**src/rtl/rf_port_sched_pkg.sv**
```systemverilog
// rf_port_sched_pkg
//   Shared constants and types for the register-file port scheduler:
//   default data/index widths, register count, the hard-wired zero register
//   and the RUN/FLUSH state encoding.
package rf_port_sched_pkg;

   localparam int DATA_W     = 32;
   localparam int RF_REG_W   = 5;
   localparam int RF_REG_NUM = 1 << RF_REG_W;

   // r0 reads as zero and is never written
   localparam logic [RF_REG_W-1:0] ZERO_REG = '0;

   typedef enum logic {
      ST_RUN   = 1'b0,
      ST_FLUSH = 1'b1
   } sched_state_e;

endpackage

```
**src/rtl/rf_wr_queue.sv**
```systemverilog
// rf_wr_queue
//   Circular FIFO of {addr, data} writeback entries.
//   Ports:
//     clk, reset        clock, synchronous active-high reset (empties queue)
//     push, push_ent    enqueue an entry (caller guarantees not full)
//     pop               dequeue the head (caller guarantees not empty)
//     head_ent          current head entry
//     count/full/empty  occupancy
//     age_ent/age_vld   all entries in age order (index 0 = oldest) with
//                       valid bits, for the parallel bypass compare
module rf_wr_queue #(
   parameter int DATA_W = 32,
   parameter int ADDR_W = 5,
   parameter int DEPTH  = 4
) (
   input  logic                                 clk,
   input  logic                                 reset,
   input  logic                                 push,
   input  logic [ADDR_W+DATA_W-1:0]             push_ent,
   input  logic                                 pop,
   output logic [ADDR_W+DATA_W-1:0]             head_ent,
   output logic [$clog2(DEPTH):0]               count,
   output logic                                 full,
   output logic                                 empty,
   output logic [DEPTH-1:0][ADDR_W+DATA_W-1:0]  age_ent,
   output logic [DEPTH-1:0]                     age_vld
);
   localparam int PW = $clog2(DEPTH);
   localparam int EW = ADDR_W + DATA_W;

   logic [DEPTH-1:0][EW-1:0] mem;
   logic [PW-1:0]            wr_ptr;
   logic [PW-1:0]            rd_ptr;

   // DEPTH is a power of two, so pointer overflow is the modulo wrap
   always_ff @(posedge clk) begin
      if (reset) begin
         wr_ptr <= '0;
         rd_ptr <= '0;
         count  <= '0;
      end else begin
         if (push) begin
            mem[wr_ptr] <= push_ent;
            wr_ptr      <= wr_ptr + 1'b1;
         end
         if (pop)
            rd_ptr <= rd_ptr + 1'b1;
         case ({push, pop})
            2'b10:   count <= count + 1'b1;
            2'b01:   count <= count - 1'b1;
            default: ;
         endcase
      end
   end

   assign head_ent = mem[rd_ptr];
   assign full     = (count == (PW+1)'(DEPTH));
   assign empty    = (count == '0);

   // rotate storage so the bypass logic sees oldest..youngest
   for (genvar i = 0; i < DEPTH; i++) begin : g_age
      assign age_ent[i] = mem[rd_ptr + PW'(i)];
      assign age_vld[i] = ((PW+1)'(i) < count);
   end

endmodule

```
**src/rtl/rf_port_sched.sv**
```systemverilog
// rf_port_sched
//   Schedules the single shared access slot of reg_file: each cycle is
//   either one two-operand read or one write. Writebacks are buffered in
//   rf_wr_queue and bypassed to reads; a flush drains the queue.
//   Ports:
//     clk, reset                 clock, synchronous active-high reset
//     iRdReq/iRdAddr1/iRdAddr2   decode read request, oRdReady accepts
//     oRdValid/oRdData1/2        read result, one cycle after acceptance
//     iWbReq/iWbAddr/iWbData     writeback request, oWbReady accepts
//     iFlush/oFlushDone          drain request / completion pulse
//     oRf*                       reg_file slot controls
//     iRfReg1Data/iRfReg2Data    reg_file read data (valid the cycle after
//                                a read slot)
module rf_port_sched #(
   parameter int DATA_W       = rf_port_sched_pkg::DATA_W,
   parameter int RF_REG_W     = rf_port_sched_pkg::RF_REG_W,
   parameter int WQ_DEPTH     = 4,
   parameter int STARVE_LIMIT = 3
) (
   input  logic                clk,
   input  logic                reset,
   input  logic                iRdReq,
   input  logic [RF_REG_W-1:0] iRdAddr1,
   input  logic [RF_REG_W-1:0] iRdAddr2,
   output logic                oRdReady,
   output logic                oRdValid,
   output logic [DATA_W-1:0]   oRdData1,
   output logic [DATA_W-1:0]   oRdData2,
   input  logic                iWbReq,
   input  logic [RF_REG_W-1:0] iWbAddr,
   input  logic [DATA_W-1:0]   iWbData,
   output logic                oWbReady,
   input  logic                iFlush,
   output logic                oFlushDone,
   output logic [RF_REG_W-1:0] oRfReg1,
   output logic [RF_REG_W-1:0] oRfReg2,
   output logic [RF_REG_W-1:0] oRfWrReg3,
   output logic                oRfRegWr,
   output logic [DATA_W-1:0]   oRfWrData,
   input  logic [DATA_W-1:0]   iRfReg1Data,
   input  logic [DATA_W-1:0]   iRfReg2Data
);
   import rf_port_sched_pkg::*;

   localparam int EW = RF_REG_W + DATA_W;
   localparam int CW = $clog2(WQ_DEPTH) + 1;
   localparam int SW = $clog2(STARVE_LIMIT + 1);
   localparam logic [RF_REG_W-1:0] R0 = RF_REG_W'(ZERO_REG);

   typedef struct packed {
      logic [RF_REG_W-1:0] addr;
      logic [DATA_W-1:0]   data;
   } wq_ent_t;

   typedef struct packed {
      logic              hit;
      logic [DATA_W-1:0] data;
   } byp_t;

   sched_state_e                 state, state_nxt;
   logic [CW-1:0]                q_count;
   logic                         q_full, q_empty;
   wq_ent_t                      q_head, q_push_ent;
   wq_ent_t [WQ_DEPTH-1:0]       q_age;
   logic [WQ_DEPTH-1:0]          q_age_vld;
   logic [SW-1:0]                starve;
   logic                         drain, rd_ready, flush_done;
   logic                         wb_ready, wb_acc, enq, rd_acc;
   byp_t                         byp1_c, byp2_c, byp1_q, byp2_q;
   logic                         rd_vld;
   logic [RF_REG_W-1:0]          reg1_q, reg2_q, wr_reg_q;
   logic [DATA_W-1:0]            wr_data_q;

   // youngest match wins: queue scanned oldest..youngest, then the
   // same-cycle write, then r0 overrides everything
   function automatic byp_t lookup(
      input logic [RF_REG_W-1:0]  a,
      input wq_ent_t [WQ_DEPTH-1:0] ents,
      input logic [WQ_DEPTH-1:0]  vld,
      input logic                 new_vld,
      input wq_ent_t              new_ent
   );
      byp_t r;
      r.hit  = 1'b0;
      r.data = '0;
      for (int i = 0; i < WQ_DEPTH; i++) begin
         if (vld[i] && ents[i].addr == a) begin
            r.hit  = 1'b1;
            r.data = ents[i].data;
         end
      end
      if (new_vld && new_ent.addr == a) begin
         r.hit  = 1'b1;
         r.data = new_ent.data;
      end
      if (a == R0) begin
         r.hit  = 1'b1;
         r.data = '0;
      end
      return r;
   endfunction

   rf_wr_queue #(
      .DATA_W (DATA_W),
      .ADDR_W (RF_REG_W),
      .DEPTH  (WQ_DEPTH)
   ) u_wq (
      .clk      (clk),
      .reset    (reset),
      .push     (enq),
      .push_ent (q_push_ent),
      .pop      (drain),
      .head_ent (q_head),
      .count    (q_count),
      .full     (q_full),
      .empty    (q_empty),
      .age_ent  (q_age),
      .age_vld  (q_age_vld)
   );

   // acceptance of a write ignores any same-cycle drain
   assign wb_ready   = !reset && !q_full;
   assign wb_acc     = iWbReq && wb_ready;
   assign enq        = wb_acc && (iWbAddr != R0);
   assign q_push_ent = {iWbAddr, iWbData};
   assign rd_acc     = iRdReq && rd_ready;

   always_comb begin
      state_nxt  = state;
      drain      = 1'b0;
      rd_ready   = 1'b0;
      flush_done = 1'b0;
      if (!reset) begin
         case (state)
            ST_RUN: begin
               drain    = !q_empty &&
                          (!iRdReq || q_full || starve >= SW'(STARVE_LIMIT));
               rd_ready = !drain;
               if (iFlush)
                  state_nxt = ST_FLUSH;
            end
            ST_FLUSH: begin
               drain = !q_empty;
               // last entry leaving (or nothing left) with no new arrival
               if (!wb_acc && q_count <= CW'(1)) begin
                  flush_done = 1'b1;
                  state_nxt  = ST_RUN;
               end
            end
            default: state_nxt = ST_RUN;
         endcase
      end
   end

   always_comb begin
      byp1_c = lookup(iRdAddr1, q_age, q_age_vld, enq, q_push_ent);
      byp2_c = lookup(iRdAddr2, q_age, q_age_vld, enq, q_push_ent);
   end

   always_ff @(posedge clk) begin
      if (reset) begin
         state     <= ST_RUN;
         starve    <= '0;
         rd_vld    <= 1'b0;
         byp1_q    <= '0;
         byp2_q    <= '0;
         reg1_q    <= '0;
         reg2_q    <= '0;
         wr_reg_q  <= '0;
         wr_data_q <= '0;
      end else begin
         state  <= state_nxt;
         rd_vld <= rd_acc;
         if (drain || q_empty)
            starve <= '0;
         else if (starve != SW'(STARVE_LIMIT))
            starve <= starve + 1'b1;
         if (rd_acc) begin
            byp1_q <= byp1_c;
            byp2_q <= byp2_c;
            reg1_q <= iRdAddr1;
            reg2_q <= iRdAddr2;
         end
         if (drain) begin
            wr_reg_q  <= q_head.addr;
            wr_data_q <= q_head.data;
         end
      end
   end

   assign oRdReady   = rd_ready;
   assign oWbReady   = wb_ready;
   assign oFlushDone = flush_done;
   assign oRdValid   = rd_vld && !reset;
   assign oRdData1   = oRdValid ? (byp1_q.hit ? byp1_q.data : iRfReg1Data) : '0;
   assign oRdData2   = oRdValid ? (byp2_q.hit ? byp2_q.data : iRfReg2Data) : '0;

   // idle slots hold the last driven addresses/data
   assign oRfRegWr  = drain;
   assign oRfReg1   = reset ? '0 : (rd_acc ? iRdAddr1 : reg1_q);
   assign oRfReg2   = reset ? '0 : (rd_acc ? iRdAddr2 : reg2_q);
   assign oRfWrReg3 = reset ? '0 : (drain ? q_head.addr : wr_reg_q);
   assign oRfWrData = reset ? '0 : (drain ? q_head.data : wr_data_q);

endmodule
```
**config.mk**
```make
export PLATFORM = sky130hd
export DESIGN_NAME = rf_port_sched
export DESIGN_NICKNAME = d
export VERILOG_FILES = /design/src/rtl/rf_port_sched_pkg.sv /design/src/rtl/rf_wr_queue.sv /design/src/rtl/rf_port_sched.sv
export SDC_FILE = /design/constraint.sdc
export NUM_CORES = 1
export LEC_CHECK = 0
export ABC_AREA = 0
export CAP_MARGIN = 20
export CORE_MARGIN = 4
export CORE_UTILIZATION = 40
export CTS_CLUSTER_SIZE = 24
export DETAILED_ROUTE_END_ITERATION = 10
export GPL_ROUTABILITY_DRIVEN = 0
export PLACE_DENSITY = 0.67
export SYNTH_ARGS = -nofsm -noshare
export SYNTH_HDL_FRONTEND = slang
export SYNTH_SLANG_ARGS = --single-unit
```
**constraint.sdc**
```tcl
create_clock -name clk -period 2.94 [get_ports clk]
set_clock_uncertainty 0.05 [all_clocks]
set_input_delay 0.588 -clock clk [delete_from_list [all_inputs] [get_ports clk]]
set_output_delay 0.588 -clock clk [all_outputs]
set_load 0.1 [all_outputs]
```
# Word level (Yosys, flattened, before mapping)
# Cells that the tools add are included.
[totals] ff_bits=272
[classes] addsub=7 order_cmp=12 eq_ne=14 muxes=46 n_bitwise=2 n_reduce_logical=34
[ops] op="$mux W33" n=12
[ops] op="$bmux W37 S2" n=4
[ops] op="$mux W32" n=6
[ops] op="$mux W37" n=5
[ops] op="$bwmux W148" n=1
[ops] op="$demux W37 S2" n=1
[ops] op="$eq A5 B5 Y1" n=10
[ops] op="$mux W5" n=6
[ops] op="$logic_and A1 B1 Y1" n=18
[ops] op="$lt A2 B3 Y1 const B" n=5
[ops] op="$logic_not A5 Y1" n=2
[ops] op="$mux W1" n=8
[ops] op="$add A2 B1 Y2 const B" n=3
[ops] op="$logic_not A1 Y1" n=6
[ops] op="$lt A1 B3 Y1 const A" n=2
[ops] op="$lt A2 B3 Y1 const A" n=2
[ops] op="$pmux W3 S2" n=1
[ops] op="$reduce_bool A5 Y1" n=1
[ops] op="$add A2 B2 Y2 const B" n=2
[ops] op="$pmux W1 S2" n=2
[ops] op="$add A3 B1 Y3 const B" n=1
[ops] op="$eq A3 B3 Y1 const B" n=1
[ops] op="$le A3 B1 Y1 const B" n=1
[ops] op="$logic_not A3 Y1" n=1
[ops] op="other kinds (11)" n=14

# Depth between registers and ports, before layout
[depth] depth_word=10 ltp_mapped=12 ltp_nobuf=9

# Hierarchy
# From an unflattened synthesis, not the netlist that was laid out.
[hier_totals] hier_cells=1531 hier_area_um2=18109.9
[modules_own_cells] mod="rf_port_sched" instances=1 cells_each=1114 area_each_um2=9281.4 seq_area_each_um2=2342.2
[modules_own_cells] mod="rf_wr_queue" instances=1 cells_each=417 area_each_um2=8828.5 seq_area_each_um2=4584.4

# Least setup slack after synthesis
# OpenSTA, ideal clock, no wires.
[synth_timing] path_type="input -> output" from="input reset" to="output oFlushDone" arrival_time_ns=4.275 setup_slack_ns=-1.973 cell_stages=4 path_buffers=3 cell_sequence="clkbuf_1 clkbuf_1 clkbuf_1 nor4b_1"
[synth_between] elab_chain_cells=8
[synth_rtl] element="start: declaration" line="rf_port_sched.sv:21" source="input logic reset,"
[synth_rtl] element="$logic_not A1 Y1" line="rf_port_sched.sv:122" source="assign wb_ready = !reset && !q_full;"
[synth_rtl] element="$logic_and A1 B1 Y1" line="rf_port_sched.sv:122"
[synth_rtl] element="$logic_and A1 B1 Y1" line="rf_port_sched.sv:123" source="assign wb_acc = iWbReq && wb_ready;"
[synth_rtl] element="$logic_not A1 Y1" line="rf_port_sched.sv:145" source="if (!wb_acc && q_count <= CW'(1)) begin"
[synth_rtl] element="$logic_and A1 B1 Y1" line="rf_port_sched.sv:145"
[synth_rtl] element="$mux W1" line="rf_port_sched.sv:145"
[synth_rtl] element="$mux W1" line="rf_port_sched.sv:134" source="case (state)"
[synth_rtl] element="$mux W1 *" line="rf_port_sched.sv:133" source="if (!reset) begin"
[synth_rtl] element="end: declaration" line="rf_port_sched.sv:34" source="output logic oFlushDone,"
# Mark *: on every way between the ends. The rest lies on a longest branch, timed or not.

# Worst setup path after layout
[layout_timing] from="register u_wq.count[0]" to="output oRfWrData[4]"
[layout_between] elab_chain_cells=8 elab_cells_between_ends=10 cone_classes="eq/ne (1); mux (4); reduce/logical (5)"
[layout_rtl] element="start: declaration" line="rf_wr_queue.sv:22" source="output logic [$clog2(DEPTH):0] count,"
[layout_rtl] element="start signal: assignment" line="rf_wr_queue.sv:49" source="2'b10: count <= count + 1'b1;"
[layout_rtl] element="start signal: assignment" line="rf_wr_queue.sv:50" source="2'b01: count <= count - 1'b1;"
[layout_rtl] element="$eq A3 B3 Y1" line="rf_wr_queue.sv:57" source="assign full = (count == (PW+1)'(DEPTH));"
[layout_rtl] element="$logic_or A1 B1 Y1 (2 in series)" line="rf_port_sched.sv:137" source="(!iRdReq || q_full || starve >= SW'(STARVE_LIMIT));"
[layout_rtl] element="$logic_and A1 B1 Y1" line="rf_port_sched.sv:136" source="drain = !q_empty &&"
[layout_rtl] element="$pmux W1 S2 *" line="rf_port_sched.sv:134"
[layout_rtl] element="$mux W1 *" line="rf_port_sched.sv:133"
[layout_rtl] element="$mux W32 * (2 in series)"
[layout_rtl] element="end: declaration" line="rf_port_sched.sv:39" source="output logic [DATA_W-1:0] oRfWrData,"
# Marks and branches as above.

==> impl_results.md <==
- First-pass GRT wire length: 101.6 mm
- Initial Util: 0.4049
- Finished Cell Area: 0.02582 mm²
- Worst-path cell chain: inv_4 > ha_4 > or3b_4 > o21ai_4 > buf_12 > buf_12 > buf_12 > nand2_1 > a21oi_4 > buf_12
- Htree depth: 1
- R2R Path End: byp1_q[15]
- Clock latency on the worst-skew pair: 0.58 ns
- Hold EP: reg2_q[3]
- Synthesis-stage register bit count: 272
- DRC: 0
- CTS Buf Count: 31
- Share of cells above drive strength 1: 0.3256
- Class of the worst hold path: in -> reg
- Crit. End Element: primary output
- Ys flop type: edfxtp_1
- Family with the most delay on the worst path: buffers and inverters
- RSZ-0062 raised after global routing: yes
- Mux contribution to synthesized area: 0.2238
- DR pass1 iterations: 8
- Final max-slew violation count: 0
- Hold Vio Cnt, Final: 0
- Buf/Inv on CP: 5
- Vias: 17,440
- Final worst-path cycle share: 1.108
- EDFF count, synth: 148
- Final setup viols: 48
- Total congestion overflow: 0
- Crit-path slowest cell: or3b_4
- Post-synthesis net count: 1,882
- Critical Path Fanout Max: 5
- FF-to-FF setup slack: 0.11 ns
- DP Area: 0.02386 mm²
- Crit-path max cell delay: 0.40 ns
- F_max: 0.3071 GHz
- PortBufs: 231
- Distinct cells, synth: 65
- Syn Inst Count: 1,756
- Area grow syn2layout: 44.21%
- TritonCTS Sinks: 272
- Per-cell routed wire length: 26.12 µm
- Root Buffer: clkbuf_16
- FILL cells: 3,490
- Worst Setup Path Type: reg -> out
- Initial antenna violation count: 3
- Clk buf depth: 3
- Rel. slew slack: 0.6089
- Status: finished, violations left
- Worst VDD drop: 0.9444 mV
- Commonest non-fill, non-tap cell in the layout: nand2_1
- WHS Path Cells: 2
- I/O Pins: 232
- DRT antenna net count: 0
- CP startpoint: u_wq.count[0]
- Worst Reg2Reg Path Length in Cells: 8
- Clock slew at reported path FFs: 0.06 ns
- Die Height: 219.6 µm
- Data arrival, critical path: 2.62 ns
- Static leakage: 8.681 nW
- Cell Area, Synth: 0.01790 mm²
- Most frequent cells in the layout: 168 x nand2_1, 160 x buf_12, 148 x edfxtp_1
- Synth Area in Compound Gates: 0.1684
- Hold_sp: reset
- Critical path's most frequent cell: buf_12
- CTS tree: done
- DP Wirelength: 45.10 mm
- Die Width: 219.6 µm
- Final wirelength: 69.26 mm
- Combinational family with the most area after synthesis: multiplexers
- Register area share after synthesis: 0.3869
- Core area: 0.04422 mm²
- Avg Inst Size Synth: 10.20 µm²
- Die area: 0.04821 mm²
- Worst EP required: 2.30 ns
- Vias per cell: 6.576
- Crit start category: flop
- Pwr/cell area: 828.5 mW/mm²
- Initial DRC Count: 2,259
- Largest net degree at the start of global routing: 62
- Synth Area in Adders: 0.006989
- Row count: 77
- Synth Warn #: 0
- XOR/XNOR share of the synthesized area: 0.02593
- Reg2reg start: u_wq.rd_ptr[0]
- Tightest Pin Transition: 0.5867 ns
- GRT Total Usage: 0.2739
- Synth Area in Simple Gates: 0.1313
- Final net count: 2,160
- Fin crit period: 3.256 ns
- MaxCap Viol Count: 0
- Hold Worst Slack: 0.2268 ns
- Failing checks: negative setup slack
- Post-CTS Hold Fix Bufs: 0
- Vias in the first global route: 17,200
- Final WS setup: -0.3163 ns
- Async set or reset register ratio after synthesis: 0
[through the flow]
stage | std cells | setup slack [ns] | util | TNS [ns] | power (mW)
finish | 2652 | -0.3163 | 0.5839 | -10.64 | 21.39
global route | 2652 | -0.3945 | 0.5839 | -14.00 | 22.07
CTS | 2647 | -0.3427 | 0.5778 | -12.18 | 20.73
detailed placement | 2566 | -0.3453 | 0.5395 | -20.49 | 15.03
global placement | 2566 | -0.3156 | 0.5395 | -15.52 | 14.88
floorplan | 1756 | -0.2989 | - | -15.13 | 11.36
[layout make-up]
| class | count | area [µm²] | area share |
|---|---|---|---|
| diodes | 2 | 5.005 | 0.0001938 |
| repair buffers | 420 | 5674 | 0.2198 |
| multi-input cells | 1243 | 11180 | 0.4331 |
| clock inverters | 17 | 173.9 | 0.006736 |
| flip-flops and latches | 272 | 6942 | 0.2689 |
| inverters | 66 | 250.2 | 0.009692 |
| clock buffers | 40 | 849.6 | 0.03291 |
| well taps | 592 | 740.7 | 0.02869 |
[sequential cells by signal, indices dropped and copies added (netlist names)]
| name | count |
|---|---|
| wr_reg_q | 5 |
| u_wq.wr_ptr | 2 |
| state | 1 |
| byp1_q | 33 |
| starve | 2 |
| reg2_q | 5 |
| wr_data_q | 32 |
| rd_vld | 1 |
| reg1_q | 5 |
| u_wq.rd_ptr | 2 |
| byp2_q | 33 |
| u_wq.count | 3 |
| u_wq.mem | 148 |
[worst register-to-register path: cells and delay by family, from the launching register on]
family | cells | cell delay [ns]
buffers and inverters | 2 | 0.37
xor gates and xnor gates | 1 | 0.30
DFF | 1 | 0.37
AOI/OAI and AO/OA | 2 | 0.64
muxes | 1 | 0.57
and+or+nand+nor | 2 | 0.39
[cell families after synthesis]
group,count (synthesis)
compound gates,426
xor+xnor,53
fa+ha+maj,10
buf+inv,241
flops,272
mux,225
simple gates,529
[cell usage after synthesis (3+ instances only)]
| cell type | count | area, µm² |
|---|---|---|
| a21boi_0 | 55 | 412.9 |
| and3_1 | 3 | 18.77 |
| mux2i_1 | 82 | 820.8 |
| a221oi_1 | 62 | 543.0 |
| clkbuf_1 | 100 | 375.4 |
| o311ai_0 | 29 | 254.0 |
| mux4_2 | 140 | 3153 |
| dfxtp_1 | 124 | 2482 |
| xnor2_1 | 35 | 306.5 |
| nand4_1 | 30 | 187.7 |
| o211ai_1 | 59 | 442.9 |
| o21ai_0 | 20 | 100.1 |
| o22ai_1 | 3 | 18.77 |
| nor4_1 | 36 | 225.2 |
| xor2_1 | 18 | 157.7 |
| buf_2 | 43 | 215.2 |
| nand2_1 | 232 | 870.8 |
| a211oi_1 | 7 | 52.55 |
| nor2_1 | 149 | 559.3 |
| buf_4 | 10 | 75.07 |
| edfxtp_1 | 148 | 4444 |
| o21bai_1 | 3 | 22.52 |
| buf_1 | 18 | 67.56 |
| o21ai_1 | 21 | 105.1 |
| or4_1 | 5 | 37.54 |
| nor4b_1 | 3 | 26.28 |
| nand2b_1 | 3 | 18.77 |
| mux2_2 | 3 | 33.78 |
| o31a_1 | 3 | 26.28 |
| a21oi_1 | 112 | 560.5 |
| a2111oi_0 | 32 | 280.3 |
| ha_1 | 10 | 125.1 |
| inv_1 | 65 | 244.0 |
| or2_2 | 3 | 18.77 |
| nor3_1 | 7 | 35.03 |
| nand3_1 | 35 | 175.2 |
| and2_1 | 10 | 62.56 |
[how the worst max path moves through the flow]
stage                    end  slack [ns]  cells after the start
3_3_place_gp       byp1_q[9]       -0.32                     10
3_5_place_dp       byp1_q[8]       -0.35                     10
4_1_cts         oRfWrData[6]       -0.34                     10
2_1_floorplan   oRdData1[13]       -0.30                      5
6_report        oRfWrData[4]       -0.32                     10
5_1_grt        oRfWrData[16]       -0.39                     10
[routing by layer]
| metal | part of all wire | track usage | up-vias |
|---|---|---|---|
| met5 | 0.00017 | 0 | - |
| met4 | 0.063 | 0.1496 | 2 |
| met3 | 0.12 | 0.05557 | 366 |
| met2 | 0.45 | 0.4308 | 1436 |
| met1 | 0.36 | 0.3556 | 8312 |
| li1 | - | - | 7324 |
[repair_timing]
action                     4_1_cts  5_1_grt
setup buffers                   16        4
gates resized for setup         93       56
setup endpoints to repair       67       56
pin swaps                       15       52
gates cloned                     8        2
[power breakdown]
group	leakage, nW	internal (mW)	switching, mW
registers	2.35	4.37	0.274
logic	5.84	5.25	7.59
clock network	0.489	2.29	1.61
Power figures use the tool's default switching activity.
